[config.mk]
export PLATFORM = sky130hd
export DESIGN_NAME = exc_sched_flat
export DESIGN_NICKNAME = d
export VERILOG_FILES = /design/src/rtl/exc_sched_pkg.sv /design/src/rtl/exc_sched_if.sv /design/src/rtl/exc_sched_int_sync.sv /design/src/rtl/exc_sched.sv /design/src/flat_wrapper.sv
export SDC_FILE = /design/constraint.sdc
export NUM_CORES = 1
export LEC_CHECK = 0
export CAP_MARGIN = 25
export CORE_UTILIZATION = 42
export CTS_CLUSTER_SIZE = 40
export DETAILED_ROUTE_END_ITERATION = 6
export MAX_ROUTING_LAYER = met4
export PLACE_DENSITY = 0.81
export SYNTH_ARGS = -nofsm -noshare
export SYNTH_HDL_FRONTEND = slang
export SYNTH_SLANG_ARGS = --single-unit
[constraint.sdc]
create_clock -name clk -period 2.3 [get_ports clk]
set_clock_uncertainty 0.05 [all_clocks]
set_input_delay 0.345 -clock clk [delete_from_list [all_inputs] [get_ports clk]]
set_output_delay 0.345 -clock clk [all_outputs]
set_load 0.05 [all_outputs]
[src/rtl/exc_sched_pkg.sv]
// Shared definitions for the exception sequencer: CP0 cause codes, MEM-stage
// exception flag bit positions and the sequencer FSM state encoding.
package exc_sched_pkg;

    localparam logic [4:0] EXC_CAUSE_INT  = 5'd0;
    localparam logic [4:0] EXC_CAUSE_ADEL = 5'd4;
    localparam logic [4:0] EXC_CAUSE_ADES = 5'd5;
    localparam logic [4:0] EXC_CAUSE_SYS  = 5'd8;
    localparam logic [4:0] EXC_CAUSE_BP   = 5'd9;
    localparam logic [4:0] EXC_CAUSE_RI   = 5'd10;
    localparam logic [4:0] EXC_CAUSE_OV   = 5'd12;
    localparam logic [4:0] EXC_CAUSE_NOP  = 5'h1F;

    localparam int FLAG_ADEL_IF = 0;
    localparam int FLAG_RI      = 1;
    localparam int FLAG_SYS     = 2;
    localparam int FLAG_BP      = 3;
    localparam int FLAG_OV      = 4;
    localparam int FLAG_ADEL_LD = 5;
    localparam int FLAG_ADES    = 6;

    localparam int STATUS_IE     = 0;
    localparam int STATUS_EXL    = 1;
    localparam int STATUS_IM_LSB = 10;
    localparam int STATUS_IM_MSB = 15;

    typedef enum logic [2:0] {
        ST_IDLE       = 3'd0,
        ST_WAIT_READY = 3'd1,
        ST_COMMIT     = 3'd2,
        ST_FLUSH      = 3'd3,
        ST_REDIRECT   = 3'd4
    } state_t;

endpackage

[src/rtl/exc_sched_if.sv]
// Bundle of MEM-stage, CP0 and IF signals around the exception sequencer.
// Handshake: an event is taken only when i_mem_valid is high in IDLE; o_cp0_is_eret
// and o_redirect_valid are single-cycle strobes with no backpressure.
interface exc_sched_if;
    logic        i_mem_valid;
    logic [31:0] i_mem_pc;
    logic        i_mem_in_delay_slot;
    logic [6:0]  i_mem_exc_flags;
    logic        i_mem_is_eret;
    logic [5:0]  i_hw_int;
    logic        i_timer_int;
    logic [31:0] i_status;
    logic [31:0] i_epc;
    logic        i_pipe_ready;
    logic [4:0]  o_cp0_except_cause;
    logic [5:0]  o_cp0_int;
    logic [31:0] o_cp0_current_pc;
    logic        o_cp0_in_delay_slot;
    logic        o_cp0_is_eret;
    logic        o_stall_if;
    logic        o_flush;
    logic        o_redirect_valid;
    logic [31:0] o_redirect_pc;
    logic        o_busy;

    // master: pipeline/CP0 environment side
    modport master (
        output i_mem_valid, i_mem_pc, i_mem_in_delay_slot, i_mem_exc_flags, i_mem_is_eret,
               i_hw_int, i_timer_int, i_status, i_epc, i_pipe_ready,
        input  o_cp0_except_cause, o_cp0_int, o_cp0_current_pc, o_cp0_in_delay_slot,
               o_cp0_is_eret, o_stall_if, o_flush, o_redirect_valid, o_redirect_pc, o_busy
    );

    // slave: the sequencer itself
    modport slave (
        input  i_mem_valid, i_mem_pc, i_mem_in_delay_slot, i_mem_exc_flags, i_mem_is_eret,
               i_hw_int, i_timer_int, i_status, i_epc, i_pipe_ready,
        output o_cp0_except_cause, o_cp0_int, o_cp0_current_pc, o_cp0_in_delay_slot,
               o_cp0_is_eret, o_stall_if, o_flush, o_redirect_valid, o_redirect_pc, o_busy
    );
endinterface

[src/rtl/exc_sched_int_sync.sv]
// Multi-flop synchroniser for asynchronous interrupt lines, cleared by reset.
module exc_sched_int_sync #(
    parameter int WIDTH  = 6,
    parameter int STAGES = 2
) (
    input  logic             clk,
    input  logic             reset,
    input  logic [WIDTH-1:0] din,
    output logic [WIDTH-1:0] dout
);
    logic [STAGES-1:0][WIDTH-1:0] sync_q;
    logic [STAGES-1:0][WIDTH-1:0] sync_d;

    always_comb begin
        sync_d = {sync_q[STAGES-2:0], din};
    end

    always_ff @(posedge clk) begin
        if (reset) begin
            sync_q <= '0;
        end else begin
            sync_q <= sync_d;
        end
    end

    assign dout = sync_q[STAGES-1];
endmodule

[src/rtl/exc_sched.sv]
// Exception/interrupt sequencer: picks the highest-priority MEM-stage event, commits it
// to CP0 once the pipeline is quiet, holds flush for the drain period and redirects IF.
module exc_sched
    import exc_sched_pkg::*;
#(
    parameter logic [31:0] EXC_VECTOR   = 32'hBFC00380,
    parameter int          DRAIN_CYCLES = 2,
    parameter int          SYNC_STAGES  = 2
) (
    input  logic       clk,
    input  logic       reset,
    exc_sched_if.slave bus,
    output state_t     o_dbg_state
);
    localparam logic [2:0] DRAIN_LOAD = 3'(DRAIN_CYCLES - 1);

    state_t      state_q, state_d;
    logic [4:0]  cause_q, cause_d;
    logic [31:0] pc_q, pc_d;
    logic        ds_q, ds_d;
    logic        eret_q, eret_d;
    logic [2:0]  cnt_q, cnt_d;
    logic [31:0] redir_pc_q, redir_pc_d;

    logic [5:0]  hw_sync;
    logic [5:0]  cp0_int;
    logic        int_pend;
    logic        has_exc;
    logic        take_eret;
    logic [4:0]  evt_cause;
    logic        unused_status;

    exc_sched_int_sync #(
        .WIDTH  (6),
        .STAGES (SYNC_STAGES)
    ) u_int_sync (
        .clk   (clk),
        .reset (reset),
        .din   (bus.i_hw_int),
        .dout  (hw_sync)
    );

    // Timer shares line 5 with hw_int[5]; it already comes from CP0's clock domain.
    assign cp0_int  = {hw_sync[5] | bus.i_timer_int, hw_sync[4:0]};
    assign int_pend = (|(bus.i_status[STATUS_IM_MSB:STATUS_IM_LSB] & cp0_int))
                      & bus.i_status[STATUS_IE] & ~bus.i_status[STATUS_EXL];
    assign has_exc   = int_pend | (|bus.i_mem_exc_flags);
    assign take_eret = bus.i_mem_is_eret & ~has_exc;
    assign unused_status = ^{bus.i_status[31:16], bus.i_status[9:2]};

    always_comb begin
        evt_cause = EXC_CAUSE_NOP;
        if (int_pend)                               evt_cause = EXC_CAUSE_INT;
        else if (bus.i_mem_exc_flags[FLAG_ADEL_IF]) evt_cause = EXC_CAUSE_ADEL;
        else if (bus.i_mem_exc_flags[FLAG_RI])      evt_cause = EXC_CAUSE_RI;
        else if (bus.i_mem_exc_flags[FLAG_SYS])     evt_cause = EXC_CAUSE_SYS;
        else if (bus.i_mem_exc_flags[FLAG_BP])      evt_cause = EXC_CAUSE_BP;
        else if (bus.i_mem_exc_flags[FLAG_OV])      evt_cause = EXC_CAUSE_OV;
        else if (bus.i_mem_exc_flags[FLAG_ADEL_LD]) evt_cause = EXC_CAUSE_ADEL;
        else if (bus.i_mem_exc_flags[FLAG_ADES])    evt_cause = EXC_CAUSE_ADES;
    end

    always_comb begin
        state_d    = state_q;
        cause_d    = cause_q;
        pc_d       = pc_q;
        ds_d       = ds_q;
        eret_d     = eret_q;
        cnt_d      = cnt_q;
        redir_pc_d = redir_pc_q;

        bus.o_cp0_except_cause  = EXC_CAUSE_NOP;
        bus.o_cp0_current_pc    = 32'h0;
        bus.o_cp0_in_delay_slot = 1'b0;
        bus.o_cp0_is_eret       = 1'b0;
        bus.o_stall_if          = 1'b0;
        bus.o_flush             = 1'b0;
        bus.o_redirect_valid    = 1'b0;

        unique case (state_q)
            ST_IDLE: begin
                if (bus.i_mem_valid && (has_exc || bus.i_mem_is_eret)) begin
                    cause_d = evt_cause;
                    pc_d    = bus.i_mem_pc;
                    ds_d    = bus.i_mem_in_delay_slot;
                    eret_d  = take_eret;
                    state_d = bus.i_pipe_ready ? ST_COMMIT : ST_WAIT_READY;
                end
            end
            ST_WAIT_READY: begin
                bus.o_stall_if = 1'b1;
                if (bus.i_pipe_ready) state_d = ST_COMMIT;
            end
            ST_COMMIT: begin
                bus.o_cp0_except_cause  = eret_q ? EXC_CAUSE_NOP : cause_q;
                bus.o_cp0_current_pc    = pc_q;
                bus.o_cp0_in_delay_slot = ds_q;
                bus.o_cp0_is_eret       = eret_q;
                bus.o_flush             = 1'b1;
                // EPC is sampled here, after CP0 has seen any earlier writes.
                redir_pc_d = eret_q ? bus.i_epc : EXC_VECTOR;
                cnt_d      = DRAIN_LOAD;
                state_d    = (DRAIN_CYCLES == 1) ? ST_REDIRECT : ST_FLUSH;
            end
            ST_FLUSH: begin
                bus.o_flush = 1'b1;
                if (cnt_q <= 3'd1) state_d = ST_REDIRECT;
                else               cnt_d   = cnt_q - 3'd1;
            end
            ST_REDIRECT: begin
                bus.o_redirect_valid = 1'b1;
                state_d = ST_IDLE;
            end
            default: state_d = ST_IDLE;
        endcase
    end

    always_ff @(posedge clk) begin
        if (reset) begin
            state_q    <= ST_IDLE;
            cause_q    <= EXC_CAUSE_NOP;
            pc_q       <= 32'h0;
            ds_q       <= 1'b0;
            eret_q     <= 1'b0;
            cnt_q      <= 3'd0;
            redir_pc_q <= 32'h0;
        end else begin
            state_q    <= state_d;
            cause_q    <= cause_d;
            pc_q       <= pc_d;
            ds_q       <= ds_d;
            eret_q     <= eret_d;
            cnt_q      <= cnt_d;
            redir_pc_q <= redir_pc_d;
        end
    end

    assign bus.o_cp0_int     = cp0_int;
    assign bus.o_redirect_pc = redir_pc_q;
    assign bus.o_busy        = (state_q != ST_IDLE);
    assign o_dbg_state       = state_q;
endmodule
[src/flat_wrapper.sv]
// flat-port wrapper written by rule: the top's interface ports become plain ports
module exc_sched_flat import exc_sched_pkg::*;
#(
    parameter logic [31:0] EXC_VECTOR   = 32'hBFC00380,
    parameter int          DRAIN_CYCLES = 2,
    parameter int          SYNC_STAGES  = 2
)
  (clk, reset, o_dbg_state, bus_i_mem_valid, bus_i_mem_pc, bus_i_mem_in_delay_slot, bus_i_mem_exc_flags, bus_i_mem_is_eret, bus_i_hw_int, bus_i_timer_int, bus_i_status, bus_i_epc, bus_i_pipe_ready, bus_o_cp0_except_cause, bus_o_cp0_int, bus_o_cp0_current_pc, bus_o_cp0_in_delay_slot, bus_o_cp0_is_eret, bus_o_stall_if, bus_o_flush, bus_o_redirect_valid, bus_o_redirect_pc, bus_o_busy);
  exc_sched_if bus_i ();
  input  logic clk;
  input  logic reset;
  output state_t o_dbg_state;
  input wire logic [$bits(bus_i.i_mem_valid)-1:0] bus_i_mem_valid;
  input wire logic [$bits(bus_i.i_mem_pc)-1:0] bus_i_mem_pc;
  input wire logic [$bits(bus_i.i_mem_in_delay_slot)-1:0] bus_i_mem_in_delay_slot;
  input wire logic [$bits(bus_i.i_mem_exc_flags)-1:0] bus_i_mem_exc_flags;
  input wire logic [$bits(bus_i.i_mem_is_eret)-1:0] bus_i_mem_is_eret;
  input wire logic [$bits(bus_i.i_hw_int)-1:0] bus_i_hw_int;
  input wire logic [$bits(bus_i.i_timer_int)-1:0] bus_i_timer_int;
  input wire logic [$bits(bus_i.i_status)-1:0] bus_i_status;
  input wire logic [$bits(bus_i.i_epc)-1:0] bus_i_epc;
  input wire logic [$bits(bus_i.i_pipe_ready)-1:0] bus_i_pipe_ready;
  output wire logic [$bits(bus_i.o_cp0_except_cause)-1:0] bus_o_cp0_except_cause;
  output wire logic [$bits(bus_i.o_cp0_int)-1:0] bus_o_cp0_int;
  output wire logic [$bits(bus_i.o_cp0_current_pc)-1:0] bus_o_cp0_current_pc;
  output wire logic [$bits(bus_i.o_cp0_in_delay_slot)-1:0] bus_o_cp0_in_delay_slot;
  output wire logic [$bits(bus_i.o_cp0_is_eret)-1:0] bus_o_cp0_is_eret;
  output wire logic [$bits(bus_i.o_stall_if)-1:0] bus_o_stall_if;
  output wire logic [$bits(bus_i.o_flush)-1:0] bus_o_flush;
  output wire logic [$bits(bus_i.o_redirect_valid)-1:0] bus_o_redirect_valid;
  output wire logic [$bits(bus_i.o_redirect_pc)-1:0] bus_o_redirect_pc;
  output wire logic [$bits(bus_i.o_busy)-1:0] bus_o_busy;
  assign bus_i.i_mem_valid = bus_i_mem_valid;
  assign bus_i.i_mem_pc = bus_i_mem_pc;
  assign bus_i.i_mem_in_delay_slot = bus_i_mem_in_delay_slot;
  assign bus_i.i_mem_exc_flags = bus_i_mem_exc_flags;
  assign bus_i.i_mem_is_eret = bus_i_mem_is_eret;
  assign bus_i.i_hw_int = bus_i_hw_int;
  assign bus_i.i_timer_int = bus_i_timer_int;
  assign bus_i.i_status = bus_i_status;
  assign bus_i.i_epc = bus_i_epc;
  assign bus_i.i_pipe_ready = bus_i_pipe_ready;
  assign bus_o_cp0_except_cause = bus_i.o_cp0_except_cause;
  assign bus_o_cp0_int = bus_i.o_cp0_int;
  assign bus_o_cp0_current_pc = bus_i.o_cp0_current_pc;
  assign bus_o_cp0_in_delay_slot = bus_i.o_cp0_in_delay_slot;
  assign bus_o_cp0_is_eret = bus_i.o_cp0_is_eret;
  assign bus_o_stall_if = bus_i.o_stall_if;
  assign bus_o_flush = bus_i.o_flush;
  assign bus_o_redirect_valid = bus_i.o_redirect_valid;
  assign bus_o_redirect_pc = bus_i.o_redirect_pc;
  assign bus_o_busy = bus_i.o_busy;
  exc_sched #(.EXC_VECTOR(EXC_VECTOR), .DRAIN_CYCLES(DRAIN_CYCLES), .SYNC_STAGES(SYNC_STAGES)) u_core (.clk(clk), .reset(reset), .bus(bus_i), .o_dbg_state(o_dbg_state));
endmodule
==> summary by stage <==
CTS
The number of sinks handled by clock tree synthesis is 89. The root buffer cell chosen for the clock tree is sky130_fd_sc_hd__clkbuf_8. The worst-case clock buffer depth is 2. TritonCTS built the clock tree. The clock-pin slew on the worst setup and hold paths is roughly 90 ps. CTS built an H-tree with a depth of 3. The number of clock buffers added by TritonCTS is 9. The latest clock arrival within the worst-skew pair is about 360 ps. Buffers added to address setup during post-CTS repair amount to 0.

Global routing
The overall routing resource usage is 24.5%. The number of global-route vias before repair was 4422. The initial antenna violation count was 0.

The largest net degree at the start of global routing is 54. The first global-routing pass estimated approximately 21000 um of wire. For this run the aggregate overflow at the end of global routing stands at 0.

Setup path
Together, buffers and inverters on the worst path number 1. The sort of element at the start of the critical path is a flop. The largest fanout on the critical path is 11.

The critical path is of the reg -> out type. The slowest stage of the critical path belongs to the cell sky130_fd_sc_hd__clkdlybuf4s50_1. The category of cells accounting for the largest share of critical-path delay is buffers and inverters. The stage delay of the slowest cell on the critical path is 880 ps.

Data on the critical path is required at its endpoint by 1900 ps. For the worst setup path, the data arrival time is approximately 1800 ps. The critical path goes through clkdlybuf4s50_1.

The kind of end point of the critical path is an output pin.

Synthesis
Counting flops with a built-in enable in the synthesized netlist gives 0. The average instance in the mapped netlist occupies 8.18 um^2. The dominant register cell in the synthesized netlist is sky130_fd_sc_hd__dfxtp_1.

The synthesized netlist net count is 659. The count of unique library cells instantiated by Yosys is 42. Yosys attributes the largest share of cell area to sky130_fd_sc_hd__dfxtp_1 40%, sky130_fd_sc_hd__o2111ai_1 6.5%, sky130_fd_sc_hd__o311ai_1 5.7%, sky130_fd_sc_hd__nand2b_1 5.1%, sky130_fd_sc_hd__and2_1 4.9%. For this run, asynchronously set or reset flops after synthesis account for 0%.

Yosys printed 0 warnings. The synthesized design devotes to its leading area cell type 40.2% of total area. Counting flops and latches in the post-synthesis netlist gives 89. sky130_fd_sc_hd__dfxtp_1 takes more of the synthesized area than any other cell. The mapped netlist covers 4430 um^2.

Sequential elements use 40.2% of the synthesized area. In the synthesized netlist, the number of instances is 541.

Power and ir drop
The static leakage is 2.50 nW. VDD sags by at most approximately 0.00032 V. Power spread over the standard cell area amounts to 552 nW/um^2. The total design power is 3.88 mW.

Final layout
The library cells used most frequently in the layout, excluding fill and tap cells, are 130 x sky130_fd_sc_hd__clkdlybuf4s50_1, 87 x sky130_fd_sc_hd__dfxtp_1, 52 x sky130_fd_sc_hd__nor2_1, 43 x sky130_fd_sc_hd__buf_12, 35 x sky130_fd_sc_hd__nand2b_1. The number of nets in the final layout is 809. The total area of multi-input combinational cells is about 2400 um^2.

The fraction of layout cells with a size suffix above 1 is between 10% and 20%. The most common cell after layout, fill and taps aside is sky130_fd_sc_hd__clkdlybuf4s50_1. Relative to the synthesized area, the layout overhead comes to 58.9%. The area taken by flip-flops and latches is 1780 um^2.

0 antenna diodes ended up in the layout. The count of filler cells inserted in the layout is between 800 and 900.

STA
The total count of max-transition violations in the final report is 0. Setup repair after global routing left no endpoint under its margin. Setup violations remaining at the end of the flow were counted as 0. The maximum operating frequency is 453 MHz. The count of endpoints failing hold in the final timing report came to 0. At the pin with the least slew margin, the transition time is 574 ps.

The post-layout minimum cycle time is 2210 ps. The part of the cycle the worst path needs is 96.0%. The worst-case headroom to the max-slew limit is 61.7%.

The worst hold margin is between 300 and 400 ps.

Drt
In this run the remaining antenna-violating nets after routing total 0. After detailed routing, the average wire length per cell comes to ~16 um. Before antenna repair, the detailed router went through 5 iterations.

The number of DRC markers in iteration 0 is around 320. The wire length reported by the detailed router is 13300 um. The via density per instance is 5.69. The count of vias placed by the detailed router is 4734. The residual DRC count is 0.

Floorplanning
For this design the top-level I/O count stands at 200. The starting density of the core is 43.1%. The die is around 100 um wide. The region available for standard cell placement spans around 10000 um^2. From bottom edge to top edge, the die measures 105 um. The floorplan has 37 rows. The die outline area is 11000 um^2.

Job
The number of max-cap violations is 0.

Placed design
The last weighted congestion value of the routability-driven placer is 0.851. The HPWL after detailed placement is 9370 um. During placement, the flow inserted port buffers numbering about 180.

Worst hold path
The worst hold path belongs to the class reg -> reg.

Status
The flow ran to the end, and the final reports show no timing, DRC or antenna violations.
-- worst paths after layout --
kind,startpoint,to,slack (ps),cells after the start
max reg2reg,u_core.u_int_sync.dout[0],u_core.pc_q[13],410,6
min reg2reg,u_core.u_int_sync.sync_d[10],u_core.u_int_sync.dout[4],400,1
min,u_core.u_int_sync.sync_d[10],u_core.u_int_sync.dout[4],400,1
max,u_core.o_dbg_state[0],o_dbg_state[0],90,1
-- synth_stat cells, types with 2 or more instances --
master and number:
sky130_fd_sc_hd__nand3_1 20, sky130_fd_sc_hd__o311ai_0 4, sky130_fd_sc_hd__a31oi_1 33, sky130_fd_sc_hd__dfxtp_1 89, sky130_fd_sc_hd__nand2b_1 36, sky130_fd_sc_hd__buf_4 5, sky130_fd_sc_hd__nor3b_1 14, sky130_fd_sc_hd__buf_2 4
sky130_fd_sc_hd__ha_1 2, sky130_fd_sc_hd__a311oi_1 3, sky130_fd_sc_hd__clkbuf_1 57, sky130_fd_sc_hd__a21oi_1 28, sky130_fd_sc_hd__a22oi_1 2, sky130_fd_sc_hd__o21ai_0 8, sky130_fd_sc_hd__nor2b_1 14, sky130_fd_sc_hd__nand3b_1 2
sky130_fd_sc_hd__a32oi_1 2, sky130_fd_sc_hd__and2_1 35, sky130_fd_sc_hd__nand2_1 20, sky130_fd_sc_hd__nor3_1 16, sky130_fd_sc_hd__inv_1 5, sky130_fd_sc_hd__o2111ai_1 33, sky130_fd_sc_hd__o311ai_1 29, sky130_fd_sc_hd__nor2_1 53
sky130_fd_sc_hd__or3_1 10
-- final cells by class --
cell class                      count  share of cell area, %
Clock inverter                      5                  0.783
Inverter                            6                  0.373
Tap cell                          136                   2.42
Sequential cell                    89                   25.4
Clock buffer                       11                   2.01
Multi-Input combinational cell    379                   34.8
Timing Repair Buffer              206                   34.3
-- metrics by stage --
| step | setup slack [ps] | instances | utilization, % | instance area [um^2] | setup TNS [ps] |
|---|---|---|---|---|---|
| floorplan | -13.9 | 541 | - | 4500 | -32.0 |
| global placement | -5.46 | 816 | 66.5 | 6840 | -5.46 |
| detailed placement | -139 | 816 | 66.5 | 6840 | -435 |
| CTS | 43.0 | 832 | 68.4 | 7030 | 0 |
| global route | 27.0 | 832 | 68.5 | 7040 | 0 |
| finish | 93.0 | 832 | 68.5 | 7040 | 0 |
-- timing repair --
action / 4_1_cts / 5_1_grt
gates resized for setup: 2 / 1
hold buffers: 0 / 0
setup endpoints to repair: 2 / 5
-- registers in the layout, summed over array words and instances, names as in the netlist --
signal                    count
u_core.u_int_sync.sync_d      6
u_core.bus.o_redirect_pc     32
u_core.ds_q                   1
u_core.u_int_sync.dout        6
u_core.pc_q                  32
u_core.cnt_q                  3
u_core.eret_q                 1
u_core.o_dbg_state            3
u_core.cause_q                5
-- kinds of logic after synthesis --
logic type,count (synthesis),synth area share (%)
AOI/OAI and AO/OA,152,25.2
adders and majority gates,2,0.565
buffers and inverters,73,6.76
DFF,89,40.2
and+or+nand+nor,225,27.2
-- power breakdown --
part | switching (mW) | internal [mW]
Sequential | 0.0665 | 1.66
Combinational | 0.592 | 0.485
Clock | 0.554 | 0.529
Total | 1.21 | 2.67
-- layer usage --
metal | GRT usage, % | wire, um | vias up
met2 | 41.3 | 6500 | 196
met1 | 29.0 | 5620 | 2239
met5 | - | 0 | -
met3 | 5.24 | 985 | 18
li1 | - | - | 2281
met4 | 7.85 | 218 | 0
Note: power is estimated with default switching activity, not from simulation.
